[src/rtl/adder_pipe_pkg.sv]
// Shared definitions for the pipelined adder: configuration helpers and the
// per-stage control record. The data fields of a stage (remaining operand
// chunks, partial sum, tag) have widths that depend on the instance
// parameters, so they live next to the flags in the top module.
package adder_pipe_pkg;

    // Control part of one pipeline stage record
    typedef struct packed {
        logic valid;  // stage holds a live beat
        logic carry;  // carry out of the chunk resolved in this stage
        logic cmsb;   // carry into the top bit of this stage's chunk
    } stage_flags_t;

    // Width of the carry-chain chunk resolved per stage
    function automatic int chunk_width(input int width, input int stages);
        return (stages > 0) ? (width / stages) : width;
    endfunction

    // Legal configuration: 1..WIDTH stages, WIDTH an exact multiple of STAGES
    function automatic bit cfg_ok(input int width, input int stages);
        return (stages >= 1) && (stages <= width) && ((width % stages) == 0);
    endfunction

endpackage

[src/rtl/adder_slice.sv]
// Combinational CW-bit adder with carry-in. Besides the sum and carry-out it
// exposes the carry into its own MSB so the top chunk can derive signed
// overflow as (carry into MSB) ^ (carry out).
module adder_slice #(
    parameter int CW = 4
) (
    input  logic [CW-1:0] a,
    input  logic [CW-1:0] b,
    input  logic          cin,
    output logic [CW-1:0] sum,
    output logic          cout,
    output logic          cmsb
);

    if (CW == 1) begin : g_single
        // One-bit chunk: the carry into the MSB is the incoming carry itself
        logic [1:0] total;
        assign total = {1'b0, a} + {1'b0, b} + {1'b0, cin};
        assign sum   = total[0];
        assign cout  = total[1];
        assign cmsb  = cin;
    end else begin : g_multi
        // Low bits first so their carry (the carry into the MSB) is visible
        logic [CW-1:0] low;
        logic [1:0]    top;
        assign low  = {1'b0, a[CW-2:0]} + {1'b0, b[CW-2:0]} + {{(CW-1){1'b0}}, cin};
        assign cmsb = low[CW-1];
        assign top  = {1'b0, a[CW-1]} + {1'b0, b[CW-1]} + {1'b0, cmsb};
        assign sum  = {top[0], low[CW-2:0]};
        assign cout = top[1];
    end

endmodule

[src/rtl/adder_pipe.sv]
// Pipelined WIDTH-bit adder with carry-in. Each of STAGES register stages
// resolves one CW-bit chunk of the carry chain, LSB chunk first. A beat
// carries its not-yet-consumed operand bits and its growing partial sum down
// the pipe; the last stage drives the outputs. A single global advance enable
// moves every stage at once, so bubbles are kept rather than squeezed out.
module adder_pipe
    import adder_pipe_pkg::*;
#(
    parameter int WIDTH  = 8,
    parameter int STAGES = 2,
    parameter int TAG_W  = 4
) (
    input  logic             clk,
    input  logic             rst,
    input  logic             in_valid,
    output logic             in_ready,
    input  logic [WIDTH-1:0] a,
    input  logic [WIDTH-1:0] b,
    input  logic             cin,
    input  logic [TAG_W-1:0] in_tag,
    output logic             out_valid,
    input  logic             out_ready,
    output logic [WIDTH-1:0] sum,
    output logic             cout,
    output logic             ovf,
    output logic [TAG_W-1:0] out_tag
);

    localparam int CW   = chunk_width(WIDTH, STAGES);
    localparam int LAST = STAGES - 1;

    if (!cfg_ok(WIDTH, STAGES)) begin : g_cfg_check
        $error("adder_pipe: WIDTH must be a multiple of STAGES and STAGES in 1..WIDTH");
    end

    // Stage registers; operands shift right by CW per stage so the next chunk
    // is always in the low bits, and the partial sum fills in from the top so
    // it is aligned once the last chunk has been added.
    stage_flags_t     flags_reg [STAGES];
    logic [WIDTH-1:0] rem_a_reg [STAGES];
    logic [WIDTH-1:0] rem_b_reg [STAGES];
    logic [WIDTH-1:0] psum_reg  [STAGES];
    logic [TAG_W-1:0] tag_reg   [STAGES];

    // Values entering each stage (from the input port or the previous stage)
    logic             valid_in  [STAGES];
    logic [WIDTH-1:0] rem_a_in  [STAGES];
    logic [WIDTH-1:0] rem_b_in  [STAGES];
    logic [WIDTH-1:0] psum_in   [STAGES];
    logic             carry_in  [STAGES];
    logic [TAG_W-1:0] tag_in    [STAGES];

    logic [CW-1:0]    slice_sum  [STAGES];
    logic             slice_cout [STAGES];
    logic             slice_cmsb [STAGES];

    logic adv;

    // The whole pipe moves unless a finished result is waiting on the consumer
    assign adv      = !out_valid || out_ready;
    assign in_ready = adv;

    for (genvar gi = 0; gi < STAGES; gi++) begin : g_stage
        if (gi == 0) begin : g_head
            assign valid_in[gi] = in_valid;
            assign rem_a_in[gi] = a;
            assign rem_b_in[gi] = b;
            assign psum_in[gi]  = '0;
            assign carry_in[gi] = cin;
            assign tag_in[gi]   = in_tag;
        end else begin : g_link
            assign valid_in[gi] = flags_reg[gi-1].valid;
            assign rem_a_in[gi] = rem_a_reg[gi-1];
            assign rem_b_in[gi] = rem_b_reg[gi-1];
            assign psum_in[gi]  = psum_reg[gi-1];
            assign carry_in[gi] = flags_reg[gi-1].carry;
            assign tag_in[gi]   = tag_reg[gi-1];
        end

        adder_slice #(
            .CW(CW)
        ) u_slice (
            .a    (rem_a_in[gi][CW-1:0]),
            .b    (rem_b_in[gi][CW-1:0]),
            .cin  (carry_in[gi]),
            .sum  (slice_sum[gi]),
            .cout (slice_cout[gi]),
            .cmsb (slice_cmsb[gi])
        );
    end

    // Advance all stages together; reset kills every beat and zeroes the output stage
    always_ff @(posedge clk) begin
        for (int k = 0; k < STAGES; k++) begin
            if (rst) begin
                flags_reg[k].valid <= 1'b0;
                if (k == LAST) begin
                    flags_reg[k].carry <= 1'b0;
                    flags_reg[k].cmsb  <= 1'b0;
                    psum_reg[k]        <= '0;
                    tag_reg[k]         <= '0;
                end
            end else if (adv) begin
                flags_reg[k].valid <= valid_in[k];
                flags_reg[k].carry <= slice_cout[k];
                flags_reg[k].cmsb  <= slice_cmsb[k];
                rem_a_reg[k]       <= rem_a_in[k] >> CW;
                rem_b_reg[k]       <= rem_b_in[k] >> CW;
                psum_reg[k]        <= (psum_in[k] >> CW) | (WIDTH'(slice_sum[k]) << (WIDTH - CW));
                tag_reg[k]         <= tag_in[k];
            end
        end
    end

    assign out_valid = flags_reg[LAST].valid;
    assign sum       = psum_reg[LAST];
    assign cout      = flags_reg[LAST].carry;
    assign ovf       = flags_reg[LAST].cmsb ^ flags_reg[LAST].carry;
    assign out_tag   = tag_reg[LAST];

endmodule

[config.mk]
export PLATFORM = sky130hd
export DESIGN_NAME = adder_pipe
export DESIGN_NICKNAME = d
export VERILOG_FILES = /design/src/rtl/adder_pipe_pkg.sv /design/src/rtl/adder_slice.sv /design/src/rtl/adder_pipe.sv
export SDC_FILE = /design/constraint.sdc
export NUM_CORES = 1
export LEC_CHECK = 0
export CAP_MARGIN = 20
export CORE_MARGIN = 1.5
export CORE_UTILIZATION = 42
export DETAILED_ROUTE_END_ITERATION = 12
export DONT_BUFFER_PORTS = 1
export PLACE_DENSITY = 0.57
export SLEW_MARGIN = 5
export SYNTH_ARGS = -nofsm -noshare
export SYNTH_HDL_FRONTEND = slang
export SYNTH_HIERARCHICAL = 1
export SYNTH_SLANG_ARGS = --single-unit
export TNS_END_PERCENT = 10
[constraint.sdc]
create_clock -name clk -period 2.46 [get_ports clk]
set_clock_uncertainty 0.1 [all_clocks]
set_input_delay 0.615 -clock clk [delete_from_list [all_inputs] [get_ports clk]]
set_output_delay 0.615 -clock clk [all_outputs]
set_load 0.005 [all_outputs]
; Word level (Yosys, flattened, before mapping)
; Memory sizes are Yosys's and may differ from the RTL's.
; Index checks and enable logic that the tools add are counted.
[op_classes]
n_bitwise = 8
add_sub_neg = 8
n_reduce_logical = 2
n_mux = 11
[ops]
columns = op, n
row1 = 2-to-1 mux 1 bit, 9
row2 = adder 3 x 3 -> 4 bit, 2
row3 = adder 4 x 1 -> 4 bit, 2
row4 = 2-to-1 mux 8 bit, 1
row5 = bitwise OR 4 x 8 -> 8 bit, 1
row6 = bitwise OR 1 bit, 6
row7 = adder 1 x 1 -> 2 bit, 2
row8 = adder 2 x 1 -> 2 bit, 2
row9 = 2-to-1 mux 4 bit, 1
row10 = logical NOT 1 bit, 1
row11 = logical OR 1 bit, 1
row12 = XOR 1 bit, 1
[totals]
input_bits = 25
output_inout_bits = 16
mem_bits_rw = 46
memories = 5
elab_cells = 34
regBits = 0
[mem_list]
columns = memory, words, word_bits, rd, rd_clocked_by_memory_dff, wr, line
row1 = psum_reg, 2, 8, 2, 0, 2, adder_pipe.sv:42  ; logic [WIDTH-1:0] psum_reg [STAGES];
row2 = rem_a_reg, 2, 4, 1, 0, 2, adder_pipe.sv:40  ; logic [WIDTH-1:0] rem_a_reg [STAGES];
row3 = rem_b_reg, 2, 4, 1, 0, 2, adder_pipe.sv:41  ; logic [WIDTH-1:0] rem_b_reg [STAGES];
row4 = tag_reg, 2, 4, 2, 0, 2, adder_pipe.sv:43  ; logic [TAG_W-1:0] tag_reg [STAGES];
row5 = flags_reg, 2, 3, 2, 0, 2, adder_pipe.sv:39  ; stage_flags_t flags_reg [STAGES];

; Depth between registers and ports, before layout
; Gate-level depths: netlist of the first run.
; An unclocked memory read counts as a cell.
[depth]
ltp_word = 7
ltp_mapped = 7
mapped_depth_nobuf = 7

; Cells and area by module
; Netlist of the first run, hierarchy kept.
[by_module_without_submodules]
columns = module, seq_area_each_um2, n_inst, area_per_inst_um2, cells_per_inst
row1 = adder_pipe, 991.0, 1, 1231.2, 58
row2 = adder_slice, 0.0, 2, 157.7, 21

; Worst setup path before layout of the first run
; No wires, ideal clock.
[synth_path]
kind = input -> register
startpoint = input port a[0]
endpoint = memory psum_reg[0][7], data pin
slack_ns = 0.208
setup_time_ns = 0.250
n_path_buf = 0
arrival_time_ns = 1.902
required_time_ns = 2.110
stages = 6
cell_sequence = inv_1 > fa_1 > nand3b_1 > and2_1 > fa_1 > inv_1
[synth_rtl]
columns = element, line
row1 = "start, declared", adder_pipe.sv:17  ; input logic [WIDTH-1:0] a,
row2 = "end, declared", adder_pipe.sv:42

==> metrics.md, run 1 <==
| Metric | Value |
|---|---|
| Run status | `completed` |
| Largest net degree at the start of global routing | `19` |
| Total Neg Setup Slack | `0 ps` |
| Syn Inst Count | `99` |
| Initial Utilization | `around 45%` |
| Die Area | `between 0.004 and 0.005 mm^2` |
| Worst Path Required | `2390 ps` |
| CTS tree | `built` |
| Area Overhead vs Synth | `9.00%` |
| Pleak | `0.691 nW` |
| DP Area | `0.00160 mm^2` |
| Core area | `0.00344 mm^2` |
| Worst setup EP type | `flop` |
| Avg Inst Size Synth | `15.6 um^2` |
| TritonRoute pass-1 iters | `4` |
| Diodes inserted | `0` |
| Final period util | `87.1%` |
| Fillers | `between 300 and 400` |
| Critical-path maximum fanout | `2` |
| Final Critical Period | `between 2000 and 2500 ps` |
| Clock sink total | `33` |
| VDD IR-drop max | `0.000254 V` |
| Ys Warns | `6` |
| CTS Buf Count | `5` |
| Hold Crit Class | `primary input to flop` |
| CP max-delay cell | `fa_1` |
| Number of nets in the layout | `142` |
| DRT antenna net count | `0` |
| Gate power share | `a little under a tenth` |
| Slew @ Worst Pin | `around 330 ps` |
| Reg clk slew, reported paths | `about 60 ps` |
| Final setup vio count | `0` |
| Critical path class | `flop to flop` |
| Unrepaired setup endpoints after global routing | `false` |
| DIE WIDTH | `63.6 um` |
| Fraction of layout cells with a size suffix above 1 | `20.4%` |
| Post-DP HPWL | `~1500 um` |
| Max reg flops | `12` |
| Cell row count | `21` |
| Sequential share of power | `58.8%` |
| Port Buffers | `0` |
| Vias per inst | `4.62` |
| Global placer's final weighted congestion | `0.688` |
| Flop2flop setup slack | `320 ps` |
| FF+latch area | `991 um^2` |
| Worst skew pair latency | `270 ps` |
| Worst Setup Start Kind | `flop` |
| Die H | `63.6 um` |
| # DRC | `0` |
| Syn Std Cell Area | `~0.0015 mm^2` |
| Vias in the first global route | `680` |
| Hold-fix buffer count after cts | `0` |
| H-tree Lvls | `2` |
| Internal power | `slightly above 900 uW` |
| First-pass GRT wire length | `3110 um` |
| Max_cap viols | `0` |
| Avg WL per Cell | `12.7 um` |
| Clock Power Share | `31.8%` |
| Crit path DAT | `2080 ps` |
| Overflow after GRT | `0` |
| PostCTS Resize Cnt | `0` |
| Max-slew headroom | `about 78%` |
| Postcts setup bufs | `0` |
| Routed WL | `1960 um` |
| Final Cell Area | `0.00168 mm^2` |
| Net switching power | `257 uW` |
| CP max stage delay | `around 470 ps` |
| Cells along the critical path | `inv_1, fa_1, nand3b_1, and2_1, fa_1, inv_1, nor3b_1` |
| Final Hold Violating Endpoints | `0` |
| Clock Path Buffers | `2` |
| All-Layer GR Usage | `10.6%` |
| Initial DRC count | `48` |
| Initial antenna violation count | `0` |
| Sw Share | `21.6%` |
| Ports | `41` |
| Root buffer cell | `clkbuf_8` |
| Achievable Freq | `around 470 MHz` |
| DR vias | `between 700 and 800` |
| Syn nets | `134` |
| Layout Utilization | `approximately 49%` |
| Area occupied by multi-input gates | `427 um^2` |
| Max-slew violation count | `0` |
| Pwr/cell area | `709 mW/mm^2` |
## worst paths after layout
kind,start,to,cells after the start
hold reg to reg,tag_reg[0][2],tag_reg[1][2],1
setup / recovery,rem_a_reg[0][0],psum_reg[1][7],7
setup reg to reg,rem_a_reg[0][0],psum_reg[1][7],7
hold / removal,in_tag[2],tag_reg[0][2],0
## per-layer routing
layer  vias up  global-route usage (%)  wire [um]
li1        343                       -          -
met1       337                    12.2        896
met5         -                       0          0
met4         0                    4.08         18
met2        28                    16.3        934
met3         3                    6.07        111
## through the flow
step | cells | hold slack (ps) | power, mW | setup slack (ps)
after detailed placement | 146 | 463 | 0.829 | 185
after global placement | 146 | 443 | 0.825 | 205
final | 154 | 332 | 1.19 | 316
after CTS | 154 | 320 | 1.22 | 301
after floorplan | 99 | 437 | 0.808 | 234
after global routing | 154 | 311 | 1.26 | 236
## power groups by stage
stage / Sequential, mW / Clock (mW) / Combinational, mW
after floorplan: 0.709 / 0 / 0.0993
after global placement: 0.714 / 0 / 0.111
after detailed placement: 0.715 / 0 / 0.115
after CTS: 0.702 / 0.397 / 0.115
after global routing: 0.706 / 0.421 / 0.131
final: 0.701 / 0.379 / 0.112
## cells in the final DEF, fill, tap and decap left out
master,instances
edfxtp_1,33
xor2_1,1
fa_1,6
nand2b_1,1
nor2_1,1
clkbuf_1,1
a21oi_1,2
clkbuf_8,5
nand2_1,1
and2_1,2
clkinv_2,2
inv_1,23
nand3b_1,2
nor3b_1,7
buf_4,5
xnor2_1,2
nor2b_4,1
ha_1,4
nor3b_2,9
## layout make-up
type | count | share of cell area (%)
clock buffer | 6 | 4.32
clock inverter | 2 | 0.595
inverter | 23 | 5.13
multi-input combinational | 39 | 25.4
sequential | 33 | 58.9
tap | 46 | 3.42
timing repair buffer | 5 | 2.23
## critical path, delay by kind of cell, from the launching register on
family	cells	cell delay, ps
DFF	1	320
adders and majority gates	2	930
and+or+nand+nor	3	460
buffers and inverters	2	80
No activity file was read; power rests on OpenSTA's default activity.
==> inputs of run 2 (changes only) <==
SKIP_LAST_GASP = 1   (was not set)
clock period = 2.3 ns   (was 2.46 ns; I/O delays follow)
==> metrics.md, run 2 (same netlist as run 1, synthesis figures left out) <==
| Metric | Value |
|---|---|
| Clock sink total | `33 (unchanged)` |
| Core area | `0.00344 mm^2 (unchanged)` |
| Routed WL | `2020 um (+2.8%)` |
| Pwr/cell area | `811 mW/mm^2 (+14%)` |
| Final Cell Area | `0.00171 mm^2 (+1.4%)` |
| TritonRoute pass-1 iters | `4 (unchanged)` |
| Worst Hold Slack | `288 ps (-43.1 ps)` |
| CP delay by family, top | `adder cells` |
| Initial antenna violation count | `0 (unchanged)` |
| DIE WIDTH | `63.6 um (unchanged)` |
| Hold Crit Class | `primary input to flop` |
| Max reg flops | `12 (unchanged)` |
| Hold path depth | `0 (unchanged)` |
| Post-DP HPWL | `1480 um (+2.0%)` |
| Worst setup EP type | `flop` |
| Achievable Freq | `468 MHz (+0.35%)` |
| Max_cap viols | `0 (unchanged)` |
| Critical-path maximum fanout | `2 (unchanged)` |
| Final setup vio count | `0 (unchanged)` |
| Hold-fix buffer count after cts | `0 (unchanged)` |
| CP max stage delay | `470 ps (about the same)` |
| Worst Path Required | `2240 ps (-150 ps)` |
| Crit path buf inv count | `2 (unchanged)` |
| Root buffer cell | `clkbuf_8` |
| Die Area | `0.00405 mm^2 (unchanged)` |
| CP max-delay cell | `fa_1` |
| Most common cell after layout, fill and taps aside | `edfxtp_1` |
| Initial DRC count | `20 (-58%)` |
| Run status | `completed` |
| Placed insts | `146 (unchanged)` |
| Commonest cells after routing, fill and taps aside | `edfxtp_1 (33), inv_1 (23), nor3b_2 (9), nor3b_1 (7), fa_1 (6)` |
| Flop2flop setup slack | `160 ps (-150 ps)` |
| Worst Setup Start Kind | `flop` |
| Clock Power Share | `37.1% (+5.3 points)` |
| Cells along the critical path | `inv_1, fa_1, nand3b_1, and2_1, fa_1, inv_1, nor3b_1` |
| Area Overhead vs Synth | `10.5%` |
| R2r worst-path depth | `7 (unchanged)` |
| Final period util | `92.9% (+5.7 points)` |
| # DRC | `0 (unchanged)` |
| Worst skew pair latency | `280 ps (about the same)` |
| Vias in the first global route | `702 (+3.2%)` |
| Total Neg Setup Slack | `0 ps (unchanged)` |
| Diodes inserted | `0 (unchanged)` |
| Fin cells | `154 (unchanged)` |
| Critical path class | `flop to flop` |
| R2R Path End | `psum_reg[1][7]` |
| DP Area | `0.00160 mm^2 (unchanged)` |
| Final Critical Period | `2140 ps (-7.52 ps)` |
| Setup WS pre-CTS | `61.3 ps (-124 ps)` |
| Setup ws final | `164 ps (-152 ps)` |
| Internal power | `1.11 mW (+19%)` |
| Layout Utilization | `49.5% (+0.69 points)` |
| Unrepaired setup endpoints after global routing | `false` |
| Sequential share of power | `54.3% (-4.5 points)` |
| Overflow after GRT | `0 (unchanged)` |
| Tot Pwr | `1.38 mW (+16%)` |
| Largest net degree at the start of global routing | `19 (unchanged)` |
| Vias per inst | `4.55 (-1.4%)` |
| VDD IR-drop max | `0.000327 V (+29%)` |
| DRT antenna net count | `0 (unchanged)` |
| Port Buffers | `0 (unchanged)` |
| Net switching power | `273 uW (+6.1%)` |
| CTS Buf Count | `5 (unchanged)` |
| Clock Path Buffers | `2 (unchanged)` |
| Fraction of layout cells with a size suffix above 1 | `19.4% (-0.93 points)` |
| Cell row count | `21 (unchanged)` |
| Pleak | `0.699 nW (+1.1%)` |
| Crit path DAT | `2070 ps (about the same)` |
| All-Layer GR Usage | `11.2% (+0.57 points)` |
| PostCTS Resize Cnt | `0 (unchanged)` |
| Worst R2R Start | `rem_a_reg[0][0]` |
| Hold path start | `in_tag[3]` |
| Hold endpoint | `tag_reg[0][3]` |
| CTS tree | `built` |
| Initial Utilization | `44.8% (unchanged)` |
| Max-slew headroom | `72.3% (-5.4 points)` |
| Gate power share | `8.6% (-0.8 points)` |
| Global placer's final weighted congestion | `0.700 (+1.8%)` |
| H-tree Lvls | `2 (unchanged)` |
| Die H | `63.6 um (unchanged)` |
| Slew @ Worst Pin | `415 ps (+81.4 ps)` |
| DR vias | `701 (-1.4%)` |
| Postcts setup bufs | `0 (unchanged)` |
| First-pass GRT wire length | `3240 um (+4.0%)` |
| Reg clk slew, reported paths | `60 ps (about the same)` |
| Avg WL per Cell | `13.1 um (+2.8%)` |
| Number of nets in the layout | `142 (unchanged)` |
| Max-slew violation count | `0 (unchanged)` |
| Ports | `41 (unchanged)` |
| Final Hold Violating Endpoints | `0 (unchanged)` |
| Sw Share | `19.7% (-1.8 points)` |
==> run 2: changes by cell type in the layout (fill, tap and decap cells not counted) <==
| cell | before | now |
|---|---|---|
| clkinv_2 | 2 | 0 |
| bufinv_16 | 0 | 1 |
| clkinv_1 | 0 | 1 |
==> run 2: final cells by class <==
cell class | count | area [um^2]
Clock buffer | 6 | 72.6
Clock inverter | 2 | 33.8
Fill cell | 307 | 1740
Inverter | 23 | 86.3
Multi-Input combinational cell | 39 | 427
Sequential cell | 33 | 991
Tap cell | 46 | 57.6
Timing Repair Buffer | 5 | 37.5
==> run 2: power by group through the flow <==
stage               combinational (mW)  clock (mW)  sequential, mW
finish                           0.119       0.513           0.752
global route                     0.138       0.557           0.756
CTS                              0.122       0.533           0.753
detailed placement               0.121           0           0.766
global placement                 0.119           0           0.764
floorplan                        0.106           0           0.758
==> run 2: worst max path at each step <==
| stage | start | slack (ps) | depth (start not counted) | endpoint |
|---|---|---|---|---|
| 4_1_cts | rem_a_reg[0][0] | 160 | 7 | psum_reg[1][7] |
| 2_1_floorplan | a[0] | 110 | 6 | psum_reg[0][7] |
| 6_report | rem_a_reg[0][0] | 160 | 7 | psum_reg[1][7] |
| 5_1_grt | rem_a_reg[0][0] | 70 | 7 | psum_reg[1][7] |
| 3_5_place_dp | a[0] | 60 | 6 | psum_reg[0][7] |
| 3_3_place_gp | a[0] | 80 | 6 | psum_reg[0][7] |
==> run 2: per-layer routing <==
layer / vias up / GRT usage, % / share of wire [%]
met4: 0 / 6.52 / 2.6
met1: 320 / 11.7 / 42
li1: 344 / - / -
met3: 6 / 6.25 / 7.6
met5: - / 0 / 0
met2: 31 / 17.5 / 48
